$ cat src/rtl/signed_mult_arbiter.sv
// Round-robin arbiter that shares one 4x4 signed multiplier among NUM_REQ requesters.
// Latency: rsp_valid rises two cycles after the request handshake. A stalled rsp_ready holds the result and blocks new grants.

module bit4_signed_multiplier (
  input  logic [3:0] A,
  input  logic [3:0] B,
  output logic [8:0] Out
);
  logic signed [8:0] w_a_ext;
  logic signed [8:0] w_b_ext;

  assign w_a_ext = {{5{A[3]}}, A};
  assign w_b_ext = {{5{B[3]}}, B};
  assign Out     = w_a_ext * w_b_ext;
endmodule

module signed_mult_arbiter #(
  parameter int NUM_REQ = 4,
  parameter int ID_W    = 2,
  parameter int CNT_W   = 16
) (
  input  logic                 clk,
  input  logic                 rst_n,
  input  logic [NUM_REQ-1:0]   req_valid,
  input  logic [4*NUM_REQ-1:0] req_a,
  input  logic [4*NUM_REQ-1:0] req_b,
  output logic [NUM_REQ-1:0]   req_ready,
  output logic                 rsp_valid,
  input  logic                 rsp_ready,
  output logic [8:0]           rsp_data,
  output logic [ID_W-1:0]      rsp_id,
  output logic                 busy,
  output logic [CNT_W-1:0]     op_count
);
  typedef enum logic [1:0] {IDLE, CALC, RESP} state_t;

  state_t           r_state;
  state_t           w_state_nxt;
  logic [ID_W-1:0]  r_rr_ptr;
  logic [ID_W-1:0]  r_id_q;
  logic [3:0]       r_op_a;
  logic [3:0]       r_op_b;
  logic             r_rsp_valid;
  logic [8:0]       r_rsp_data;
  logic [ID_W-1:0]  r_rsp_id;
  logic [CNT_W-1:0] r_op_count;

  logic             w_gnt_vld;
  logic [ID_W-1:0]  w_gnt;
  logic [ID_W-1:0]  w_idx;
  logic [8:0]       w_prod;
  logic [3:0]       w_a_arr [NUM_REQ];
  logic [3:0]       w_b_arr [NUM_REQ];

  always_comb begin
    for (int i = 0; i < NUM_REQ; i++) begin
      w_a_arr[i] = req_a[4*i +: 4];
      w_b_arr[i] = req_b[4*i +: 4];
    end
  end

  // Descending scan so the closest valid index after rr_ptr wins.
  always_comb begin
    w_gnt_vld = 1'b0;
    w_gnt     = '0;
    w_idx     = '0;
    for (int k = NUM_REQ - 1; k >= 0; k--) begin
      w_idx = ID_W'((int'(r_rr_ptr) + k) % NUM_REQ);
      if (req_valid[w_idx]) begin
        w_gnt_vld = 1'b1;
        w_gnt     = w_idx;
      end
    end
  end

  always_comb begin
    req_ready   = '0;
    w_state_nxt = r_state;
    case (r_state)
      IDLE: begin
        if (w_gnt_vld) begin
          req_ready[w_gnt] = 1'b1;
          w_state_nxt      = CALC;
        end
      end
      CALC:    w_state_nxt = RESP;
      RESP:    if (rsp_ready) w_state_nxt = IDLE;
      default: w_state_nxt = IDLE;
    endcase
  end

  bit4_signed_multiplier u_mult (
    .A   (r_op_a),
    .B   (r_op_b),
    .Out (w_prod)
  );

  always_ff @(posedge clk) begin
    if (!rst_n) begin
      r_state     <= IDLE;
      r_rr_ptr    <= '0;
      r_id_q      <= '0;
      r_op_a      <= '0;
      r_op_b      <= '0;
      r_rsp_valid <= 1'b0;
      r_rsp_data  <= '0;
      r_rsp_id    <= '0;
      r_op_count  <= '0;
    end else begin
      r_state <= w_state_nxt;
      case (r_state)
        IDLE: begin
          if (w_gnt_vld) begin
            r_op_a   <= w_a_arr[w_gnt];
            r_op_b   <= w_b_arr[w_gnt];
            r_id_q   <= w_gnt;
            r_rr_ptr <= ID_W'((int'(w_gnt) + 1) % NUM_REQ);
          end
        end
        CALC: begin
          r_rsp_data  <= w_prod;
          r_rsp_id    <= r_id_q;
          r_rsp_valid <= 1'b1;
        end
        RESP: begin
          if (rsp_ready) begin
            r_rsp_valid <= 1'b0;
            r_op_count  <= r_op_count + CNT_W'(1);
          end
        end
        default: ;
      endcase
    end
  end

  assign rsp_valid = r_rsp_valid;
  assign rsp_data  = r_rsp_data;
  assign rsp_id    = r_rsp_id;
  assign op_count  = r_op_count;
  assign busy      = (r_state != IDLE);
endmodule

$ cat config.mk
export PLATFORM = sky130hd
export DESIGN_NAME = signed_mult_arbiter
export DESIGN_NICKNAME = d
export VERILOG_FILES = /design/src/rtl/signed_mult_arbiter.sv
export SDC_FILE = /design/constraint.sdc
export NUM_CORES = 1
export LEC_CHECK = 0
export ABC_AREA = 1
export CAP_MARGIN = 20
export CORE_UTILIZATION = 45
export DETAILED_ROUTE_END_ITERATION = 12
export PLACE_DENSITY = 0.77
export SLEW_MARGIN = 0
export SYNTH_ARGS = -nofsm -noshare
export SYNTH_HDL_FRONTEND = slang
export SYNTH_SLANG_ARGS = --single-unit
$ cat constraint.sdc
create_clock -name clk -period 3.4 [get_ports clk]
set_clock_uncertainty 0.05 [all_clocks]
set_input_delay 0.68 -clock clk [delete_from_list [all_inputs] [get_ports clk]]
set_output_delay 0.68 -clock clk [all_outputs]
set_load 0.05 [all_outputs]
==> impl_metrics.toml <==
[grt]
grt_pass1_wl_um = 11100
grt-ovfl-total = 0
grt_max_degree = 23
grt_pass1_vias = 2727
antenna_found_initial = 0
track_usage_pct = 21.0

[floorplan]
die_h_um = 81.7
dieWidth_um = 81.7
coreArea_um2 = 6030
initial_core_util_pct = 47.4
row_count = 28
dieArea_um2 = 6670
ios = 72

[route]
ant_nets = 0
routedWlPerCell_um = 11.1
vias = 2838
drtIter0Drc = 98
avgViaCountPerCell = 4.85
first_pass_iters = 5
drc = 0
wirelength_um = 6480

[timing]
min_period_ns = 3.36
setup_slack_ns = 0.0358
rsz0062_at_grt = "yes"
hold_viol = 0
drv_slew = 0
tightest_slew_ns = 0.875
setup_viol = 0
slew_headroom_pct = 41.4
fmax_mhz = 297
finalCritPeriodShare_pct = 98.9

[worst_setup_path]
reg2reg_to = "rsp_data[7]$_SDFFE_PN0P_"
worstPathArrival_ns = 3.51
critPathRequiredTime_ns = 3.54
r2r_cells = 15
path_class = "register to register"
rrSetupSlack_ns = 0.04
start_kind = "register"
cp_slowest_cell = "fa_1"
worst-path-max-fanout = 2
cp_cell_sequence = "inv_2, nand2_2, fa_1, fa_1, inv_2, fa_1, ha_2, inv_2, fa_2, nor2_2, a211oi_2, xor2_1, xor2_1, o21ai_1, inv_1"
end_kind = "register"
slowest_delay_ns = 0.50
rr_startpoint = "r_op_a[0]$_SDFFE_PN0P_"

[cells_and_area]
layout.area.seq_um2 = 823
multi_input_area_um2 = 1620
fin_util_pct = 65.1
n_fill_cell = 528
antennaDiodeCount = 0
drive_above_1_share_pct = 11.2
syn2layout_area_growth_pct = 37.2
nets = 574

[placement]
pre_cts_ws_ns = -0.0896
io_buffer_count = 71
dpl.hpwl_um = 5090
place_congestion = 0.866

[power_and_ir_drop]
p_per_area_nw_per_um2 = 815
vdd_drop_max_mv = 0.545
p_leak_uw = 0.00198

[hold_path]
min_from = "rsp_data[0]$_SDFFE_PN0P_"
min-delay-path-class = "register to register"
hold_depth = 2
min_to = "rsp_data[0]$_SDFFE_PN0P_"

[logic_synthesis]
ys_warn_count = 0
synth_nets = 490
syn_avg_cell_area_um2 = 6.72
synth_cells = 425
syn_area_um2 = 2860
yosysUniqueCellTypes = 33
synth-edff-count = 0
seq_area_frac_synth_pct = 28.7
ys_top_cells_by_area = "dfxtp_1 (29%), inv_1 (12%), nand3_1 (9.5%)"
synthFlopType = "dfxtp_1"
async_reset_ff_share_pct = 0
ys_ff_latch = 41
netlist.area_leader.share_pct = 28.7
synth_area_leader_cell = "dfxtp_1"

[clocking]
clock-sinks = 41
cts_tree = "done"
htreeDepth = 2
clk_latency_ns = 0.30
holdBufCountCts = 0
max-clock-path-buffers = 2
root_buffer = "clkbuf_8"
cts_buffers = 5
clk_pin_slew_ns = 0.08

[status]
status = "finished, final reports clean"

[run]
cap_violations = 0
==> where the power goes <==
part	total, uW	leakage, uW	switching [uW]	internal [uW]
sequential	671	0.000336	87.6	584
clock	474	0.0000687	178	295
combinational	2050	0.00158	1220	825
total	3190	0.00198	1490	1700
==> critical path: cells and delay by family (launching register included) <==
kind	cells	cell delay, ns
AND/OR/NAND/NOR	2	0.16
buffers and inverters	4	0.19
adder cells (fa/ha/maj)	5	2.04
AO/OA/AOI/OAI	2	0.17
flip-flops	1	0.33
XOR/XNOR	2	0.31
==> worst max path at each step <==
stage                           start  cells past startpoint  slack, ns                        to
2_1_floorplan  r_op_b[3]$_SDFFE_PN0P_                     14       0.04  rsp_data[7]$_SDFFE_PN0P_
3_3_place_gp   r_op_a[0]$_SDFFE_PN0P_                     15       0.03  rsp_data[7]$_SDFFE_PN0P_
3_5_place_dp   r_op_a[0]$_SDFFE_PN0P_                     15      -0.09  rsp_data[7]$_SDFFE_PN0P_
4_1_cts        r_op_a[2]$_SDFFE_PN0P_                     14      0.004  rsp_data[7]$_SDFFE_PN0P_
5_1_grt        r_op_a[0]$_SDFFE_PN0P_                     15      -0.09  rsp_data[7]$_SDFFE_PN0P_
6_report       r_op_a[0]$_SDFFE_PN0P_                     15       0.04  rsp_data[7]$_SDFFE_PN0P_
==> state kept, by name, indices dropped and copies added, names as in the netlist <==
signal     count
r_rr_ptr       2
op_count      16
r_id_q         2
r_op_a         4
rsp_data       8
rsp_id         2
rsp_valid      1
r_state        2
r_op_b         4
==> cell usage in the layout (no fill, tap or decap), types with 2 or more instances in the layout <==
| master | synthesis | layout |
|---|---|---|
| fa_1 | 9 | 8 |
| inv_1 | 90 | 87 |
| buf_4 | 3 | 19 |
| o21ai_1 | 1 | 3 |
| nor3_1 | 3 | 3 |
| nand2_1 | 71 | 70 |
| ha_1 | 17 | 16 |
| nor2_2 | 2 | 6 |
| dfxtp_1 | 41 | 39 |
| dfxtp_2 | 0 | 2 |
| o21ai_0 | 21 | 19 |
| xor2_1 | 5 | 5 |
| nand3_1 | 54 | 54 |
| bufinv_16 | 0 | 2 |
| nor2_1 | 51 | 47 |
| clkinv_1 | 2 | 2 |
| clkbuf_8 | 0 | 5 |
| nand2_2 | 5 | 5 |
| buf_12 | 0 | 4 |
| xnor2_1 | 5 | 5 |
| o21a_1 | 2 | 2 |
| a21oi_1 | 20 | 20 |
| nand3_2 | 3 | 3 |
| clkdlybuf4s50_1 | 0 | 67 |
| inv_2 | 1 | 4 |
==> per-layer routing <==
layer | vias up | GRT usage [%] | share of wire, %
met5 | - | 0 | 0
met4 | 0 | 8.07 | 2.0
met3 | 13 | 4.67 | 5.7
met2 | 98 | 37.6 | 49
met1 | 1248 | 24.1 | 43
li1 | 1479 | - | -
==> synth_stat cells (2+ instances only) <==
library cell	instances
fa_1	9
dfxtp_1	41
nand2_2	5
clkinv_1	2
inv_1	90
nor3_1	3
nor2_2	2
ha_1	17
clkbuf_1	4
xnor2_1	5
nor2_1	51
a21oi_1	20
nand2_1	71
o21ai_0	21
buf_6	4
o21a_1	2
xor2_1	5
nand3_2	3
nand3_1	54
buf_4	3
==> kinds of logic (layout without fill, tap and decap cells) <==
kind of cell             count (synthesis)  in the layout  synth area share (%)
flip-flops                              41             41                  28.7
adder cells (fa/ha/maj)                 26             26                  13.7
buffers and inverters                  106            191                  15.4
XOR/XNOR                                10             10                  3.06
AND/OR/NAND/NOR                        192            192                  29.4
AO/OA/AOI/OAI                           50             50                  9.63
==> what timing repair did <==
item,4_1_cts,5_1_grt
setup endpoints to repair,1,5
gates resized for setup,2,14
buffers inserted,0,2
pin swaps,2,4
endpoints found under the hold margin,0,0
==> stage by stage <==
| stage | instance area [um2] | cells | hold slack (ns) | TNS [ns] | power [uW] |
|---|---|---|---|---|---|
| floorplan | 2860 | 425 | 0.395 | 0 | 2070 |
| global placement | 3740 | 575 | 0.405 | 0 | 2620 |
| detailed placement | 3740 | 575 | 0.421 | -0.0896 | 2670 |
| CTS | 3880 | 583 | 0.436 | 0 | 3150 |
| global route | 3920 | 585 | 0.451 | -0.0893 | 3480 |
| finish | 3920 | 585 | 0.430 | 0 | 3190 |
==> area by class of cell <==
type	instances	area share, %
clock buffers	5	1.75
clock inverters	3	1.75
well taps	75	2.39
multi-input cells	278	41.4
inverters	93	8.90
flip-flops and latches	41	21.0
repair buffers	90	22.8
Note: power is estimated with default switching activity, not from simulation.
